## src/rtl/fp_cmp_pipe.sv

```systemverilog
// fp_cmp_pipe: two-stage pipelined floating-point comparator with valid/ready
// handshake on both sides. S1 registers the sign and magnitude comparisons;
// S2 registers the mode-selected outcome.
// Compile-time option: define FP_CMP_NAN_EN to treat NaN operands as unordered.
// Without it, NaN and infinity encodings are ordered like any other value.
module fp_cmp_pipe #(
  parameter int unsigned EXP_W  = 5,
  parameter int unsigned MANT_W = 10,
  parameter int unsigned ID_W   = 4,
  localparam int unsigned W     = 1 + EXP_W + MANT_W
) (
  input  logic            clk_i,
  input  logic            rst_i,
  input  logic            valid_i,
  output logic            ready_o,
  input  logic [W-1:0]    operand_a_i,
  input  logic [W-1:0]    operand_b_i,
  input  logic [1:0]      mode_i,
  input  logic [ID_W-1:0] id_i,
  output logic            valid_o,
  input  logic            ready_i,
  output logic            result_o,
  output logic            eq_o,
  output logic            unordered_o,
  output logic [ID_W-1:0] id_o
);

  localparam int unsigned MagW = EXP_W + MANT_W;

  // Stage 1 state
  logic            s1_valid_q;
  logic            sign_a_q, sign_a_d;
  logic            sign_b_q, sign_b_d;
  logic            mag_gt_q, mag_gt_d;
  logic            mag_eq_q, mag_eq_d;
  logic            both_zero_q, both_zero_d;
  logic            nan_q, nan_d;
  logic [1:0]      mode_q;
  logic [ID_W-1:0] id_q;

  // Stage 2 state
  logic            s2_valid_q;
  logic            result_q, result_d;
  logic            eq_q, eq_d;
  logic            unord_q, unord_d;
  logic [ID_W-1:0] id_out_q;

  logic s1_load, s2_load;
  logic [MagW-1:0] mag_a, mag_b;

  // S1 drains into S2 whenever S2 is empty or its result is being taken.
  assign s2_load = s1_valid_q & (~s2_valid_q | ready_i);
  assign ready_o = ~s1_valid_q | ~s2_valid_q | ready_i;
  assign s1_load = valid_i & (~s1_valid_q | s2_load);

  assign mag_a = operand_a_i[MagW-1:0];
  assign mag_b = operand_b_i[MagW-1:0];

  // Stage 1 combinational: sign/magnitude comparison and special-value flags.
  always_comb begin
    sign_a_d    = operand_a_i[W-1];
    sign_b_d    = operand_b_i[W-1];
    mag_gt_d    = mag_a > mag_b;
    mag_eq_d    = mag_a == mag_b;
    both_zero_d = ~|mag_a & ~|mag_b;
`ifdef FP_CMP_NAN_EN
    nan_d = (&operand_a_i[W-2 -: EXP_W] & |operand_a_i[MANT_W-1:0]) |
            (&operand_b_i[W-2 -: EXP_W] & |operand_b_i[MANT_W-1:0]);
`else
    nan_d = 1'b0;
`endif
  end

  // Stage 2 combinational: resolve ordering from S1 flags and pick the mode.
  always_comb begin
    logic gt;
    logic eq;
    eq = both_zero_q | (mag_eq_q & (sign_a_q == sign_b_q));
    gt = 1'b0;
    if (both_zero_q) begin
      gt = 1'b0;
    end else if (sign_a_q != sign_b_q) begin
      gt = ~sign_a_q;
    end else if (!sign_a_q) begin
      gt = mag_gt_q;
    end else begin
      gt = ~mag_gt_q & ~mag_eq_q;
    end
    unique case (mode_q)
      2'b00:   result_d = gt;
      2'b01:   result_d = gt | eq;
      2'b10:   result_d = ~gt & ~eq;
      default: result_d = eq;
    endcase
    eq_d    = eq;
    unord_d = nan_q;
    if (nan_q) begin
      result_d = 1'b0;
      eq_d     = 1'b0;
    end
  end

  // Stage 1 register: occupancy plus comparison flags, mode and tag.
  always_ff @(posedge clk_i or posedge rst_i) begin
    if (rst_i) begin
      s1_valid_q  <= 1'b0;
      sign_a_q    <= 1'b0;
      sign_b_q    <= 1'b0;
      mag_gt_q    <= 1'b0;
      mag_eq_q    <= 1'b0;
      both_zero_q <= 1'b0;
      nan_q       <= 1'b0;
      mode_q      <= 2'b00;
      id_q        <= '0;
    end else begin
      if (s1_load) begin
        s1_valid_q  <= 1'b1;
        sign_a_q    <= sign_a_d;
        sign_b_q    <= sign_b_d;
        mag_gt_q    <= mag_gt_d;
        mag_eq_q    <= mag_eq_d;
        both_zero_q <= both_zero_d;
        nan_q       <= nan_d;
        mode_q      <= mode_i;
        id_q        <= id_i;
      end else if (s2_load) begin
        s1_valid_q <= 1'b0;
      end
    end
  end

  // Stage 2 register: result held stable until the downstream accepts it.
  always_ff @(posedge clk_i or posedge rst_i) begin
    if (rst_i) begin
      s2_valid_q <= 1'b0;
      result_q   <= 1'b0;
      eq_q       <= 1'b0;
      unord_q    <= 1'b0;
      id_out_q   <= '0;
    end else begin
      if (s2_load) begin
        s2_valid_q <= 1'b1;
        result_q   <= result_d;
        eq_q       <= eq_d;
        unord_q    <= unord_d;
        id_out_q   <= id_q;
      end else if (ready_i) begin
        s2_valid_q <= 1'b0;
      end
    end
  end

  assign valid_o     = s2_valid_q;
  assign result_o    = result_q;
  assign eq_o        = eq_q;
  assign unordered_o = unord_q;
  assign id_o        = id_out_q;

endmodule
```

## config.mk

```make
export PLATFORM = sky130hd
export DESIGN_NAME = fp_cmp_pipe
export DESIGN_NICKNAME = d
export VERILOG_FILES = /design/src/rtl/fp_cmp_pipe.sv
export SDC_FILE = /design/constraint.sdc
export NUM_CORES = 1
export LEC_CHECK = 0
export CAP_MARGIN = 10
export CELL_PAD_IN_SITES_DETAIL_PLACEMENT = 0
export CELL_PAD_IN_SITES_GLOBAL_PLACEMENT = 1
export CORE_MARGIN = 4
export CORE_UTILIZATION = 25
export CTS_CLUSTER_SIZE = 40
export DETAILED_ROUTE_END_ITERATION = 10
export GPL_TIMING_DRIVEN = 0
export PLACE_DENSITY_LB_ADDON = 0.12
export SYNTH_ARGS = -nofsm -noshare
export SYNTH_HDL_FRONTEND = slang
export SYNTH_SLANG_ARGS = --single-unit
```

## constraint.sdc

```tcl
create_clock -name clk_i -period 2.6 [get_ports clk_i]
set_input_delay 0.52 -clock clk_i [delete_from_list [all_inputs] [get_ports clk_i]]
set_output_delay 0.52 -clock clk_i [all_outputs]
set_load 0.05 [all_outputs]
```

==> qor.yml, run 1 <==
drc: 0
dp_slack_ns: 0.111
yosys.area_share.xor_xnor: 0.00700
cts-resized-gates: 0
cts_hold_buf: 0
crit_top_cell: "clkdlybuf4s50_1"
ios: 51
p_total_mw: 0.914
synth_area_mm2: 0.00125
crit_slowest_cell: "clkdlybuf4s50_1"
max-vdd-ir-drop_uv: 198
synth_top_family_by_area: "simple AND/OR/NAND/NOR gates"
synth_seq_cells: 19
slowest_delay_ns: 0.82
clk_pin_slew_ns: 0.07
arrival_ns: 1.98
drtIter0Drc: 13
status: "completed"
grt_pass1_vias: 1164
die_h_um: 78.7
vias: 1072
p_leak_nw: 0.835
cts_tree: "done"
worst_ep_required_time_ns: 2.08
final_hold_viol_count: 0
synthMuxAreaShare: 0.116
crit_path_cell_trace: "clkdlybuf4s50_1 > nand3b_4 > clkdlybuf4s50_1"
synth_cells: 125
synth-seq-area-share: 0.380
antenna_left: 0
worst-setup-path-type: "in -> out"
fin_nets: 236
cp-start-kind: "primary input"
max-cap-violations: 0
portBuffers: 49
period_needed_ns: 2.50
dieArea_mm2: 0.00620
yosys.area_share.simple: 0.159
period_share: 0.961
wl_per_cell_um: 12.5
slew_headroom: 0.515
rsz0062_at_grt: "no"
cts_root_buf: "clkbuf_8"
cts_sinks: 19
htree_levels: 1
die_width_um: 78.7
grt_max_degree: 20
drv_slew: 0
clk_latency_ns: 0.25
ff2ff_setup_slack_ns: 1.31
cts_buffers: 3
fin_setup_tns_ns: 0
powerDensity_mw_per_mm2: 489
timing.fmax_mhz: 400
synth_cell_type_count: 32
setup_viol: 0
synthToLayoutAreaGrowth_pct: 49.5
antenna_found_initial: 0
final.setup.worst_slack_ns: 0.101
avgSynthCellArea_um2: 10.0
num_antenna_cells: 0
worst_pin_slew_ns: 0.727
hp-class: "reg -> reg"
start_util: 0.261
track_usage: 0.103
grt_pass1_wl_um: 5060
dp_hpwl_um: 2680
core_area_mm2: 0.00479
routed_wl_um: 3060
drt_first_pass_iters: 2
synth_compound_area_frac: 0.116
synthesis.nets: 182
synthAdderAreaFrac: 0.150
clk_path_buf_depth: 2
grt-ovfl-total: 0
routed_via_density: 4.38
finalClockSkew_ns: 0.00542
num_rows: 25
endpoint_kind: "output port"
crit_fanout: 5
finalWeightedCongestion: 0.807
ys_warn_count: 0
cts_setup_buffers: 0
drive_gt1_frac: 0.112
==> worst max-delay path, delay by kind of cell <==
kind	cells	cell delay, ns
buffers and inverters	2	1.29
and+or+nand+nor	1	0.17
==> Yosys cell counts, drive strengths merged <==
| master | n | share of area |
|---|---|---|
| dfrtp | 19 | 0.38 |
| inv | 17 | 0.051 |
| ha | 15 | 0.15 |
| mux2 | 12 | 0.11 |
| a21oi | 11 | 0.047 |
| nand2 | 9 | 0.033 |
| nor4 | 7 | 0.035 |
| o21ai | 6 | 0.024 |
| nand4 | 4 | 0.020 |
| nor2 | 3 | 0.0090 |
| buf | 2 | 0.018 |
| nand2b | 2 | 0.010 |
| nand3b | 2 | 0.022 |
| nor3 | 2 | 0.0080 |
| a211oi | 1 | 0.0060 |
| a31oi | 1 | 0.0050 |
| a41o | 1 | 0.0080 |
| and4 | 1 | 0.0070 |
| conb | 1 | 0.0030 |
| mux2i | 1 | 0.0080 |
| nand3 | 1 | 0.0040 |
| nor2b | 1 | 0.0050 |
| o211a | 1 | 0.0080 |
| o21a | 1 | 0.0060 |
| o21bai | 1 | 0.0060 |
| o31ai | 1 | 0.0060 |
| or2b | 1 | 0.0060 |
| xnor2 | 1 | 0.0070 |
==> cells by family after synthesis <==
| group | after synthesis |
|---|---|
| buffers and inverters | 19 |
| AOI/OAI and AO/OA | 24 |
| adders and majority gates | 15 |
| muxes | 13 |
| xor gates and xnor gates | 1 |
| DFF | 19 |
| and+or+nand+nor | 33 |
| other | 1 |
==> cells in the final DEF (no fill, tap or decap), types with 2 or more instances in the layout <==
master	Yosys	final
ha_1	15	15
nand4_1	4	4
nand2_1	8	8
dfrtp_1	19	19
clkdlybuf4s50_1	0	49
nor4_1	7	7
o21ai_0	6	6
nor3_1	2	2
mux2_2	12	12
nand2b_1	2	2
a21oi_1	10	10
inv_1	17	17
clkbuf_8	0	3
nor2_1	3	3
==> state kept, by name, indices dropped and copies added (netlist names) <==
signal and flops:
id_o 4, id_q 4, mode_q 2, both_zero_q 1, eq_o 1, mag_eq_q 1, mag_gt_q 1, result_o 1
s1_valid_q 1, sign_a_q 1, sign_b_q 1, valid_o 1
==> report_power, final <==
| group | internal, mW | switching [mW] | total, mW |
|---|---|---|---|
| clock | 0.109 | 0.0882 | 0.197 |
| combinational | 0.169 | 0.181 | 0.350 |
| sequential | 0.340 | 0.0271 | 0.367 |
| total | 0.617 | 0.296 | 0.914 |
==> final cells by class <==
type                            instances  area [um^2]
Buffer                                  2         22.5
Inverter                               17         63.8
Clock buffer                            4         45.0
Tap cell                               67         83.8
Multi-Input combinational cell         87          689
Timing Repair Buffer                   49          490
Fill cell                             472         2920
Sequential cell                        19          475
==> metal layers <==
layer / vias up / global-route usage / share of wire
met4: 0 / 0.0315 / 0.0098
li1: 558 / - / -
met3: 2 / 0.0215 / 0.040
met1: 486 / 0.122 / 0.44
met5: - / 0 / 0
met2: 26 / 0.187 / 0.51
==> path summary, 6_finish.rpt <==
| kind | to | start | cells after the start |
|---|---|---|---|
| worst max-delay path | ready_o | ready_i | 3 |
| worst min-delay path | eq_o | eq_o | 2 |
| worst max register to register | id_o[0] | valid_o | 3 |
| worst min register to register | eq_o | eq_o | 2 |
| max in group asynchronous | mag_gt_q | rst_i | 2 |
| min in group asynchronous | mode_q[1] | rst_i | 2 |
==> stage by stage <==
| stage | hold slack [ns] | std cells | cell area, um^2 | utilization |
|---|---|---|---|---|
| after floorplan | 0.471 | 125 | 1250 | - |
| after global placement | 0.463 | 241 | 1830 | 0.381 |
| after detailed placement | 0.480 | 241 | 1830 | 0.381 |
| after CTS | 0.496 | 245 | 1870 | 0.391 |
| after global routing | 0.525 | 245 | 1870 | 0.391 |
| final | 0.489 | 245 | 1870 | 0.391 |
Power figures use the tool's default switching activity.
==> run 2: changes to the inputs <==
==> constraint.sdc (replaced) <==
create_clock -name clk_i -period 3 [get_ports clk_i]
set_input_delay 0.6 -clock clk_i [delete_from_list [all_inputs] [get_ports clk_i]]
set_output_delay 0.6 -clock clk_i [all_outputs]
set_load 0.05 [all_outputs]
==> results of run 2 <==
The final DEF is identical to that of run 1. Status: completed.
Among the figures that moved: setup slack after placement 0.111 ns -> 0.351 ns; setup slack after layout 0.101 ns -> 0.341 ns; register-to-register setup slack 1.31 ns -> 1.71 ns; total power 0.914 mW -> 0.792 mW; worst IR drop on VDD 198 uV -> 171 uV
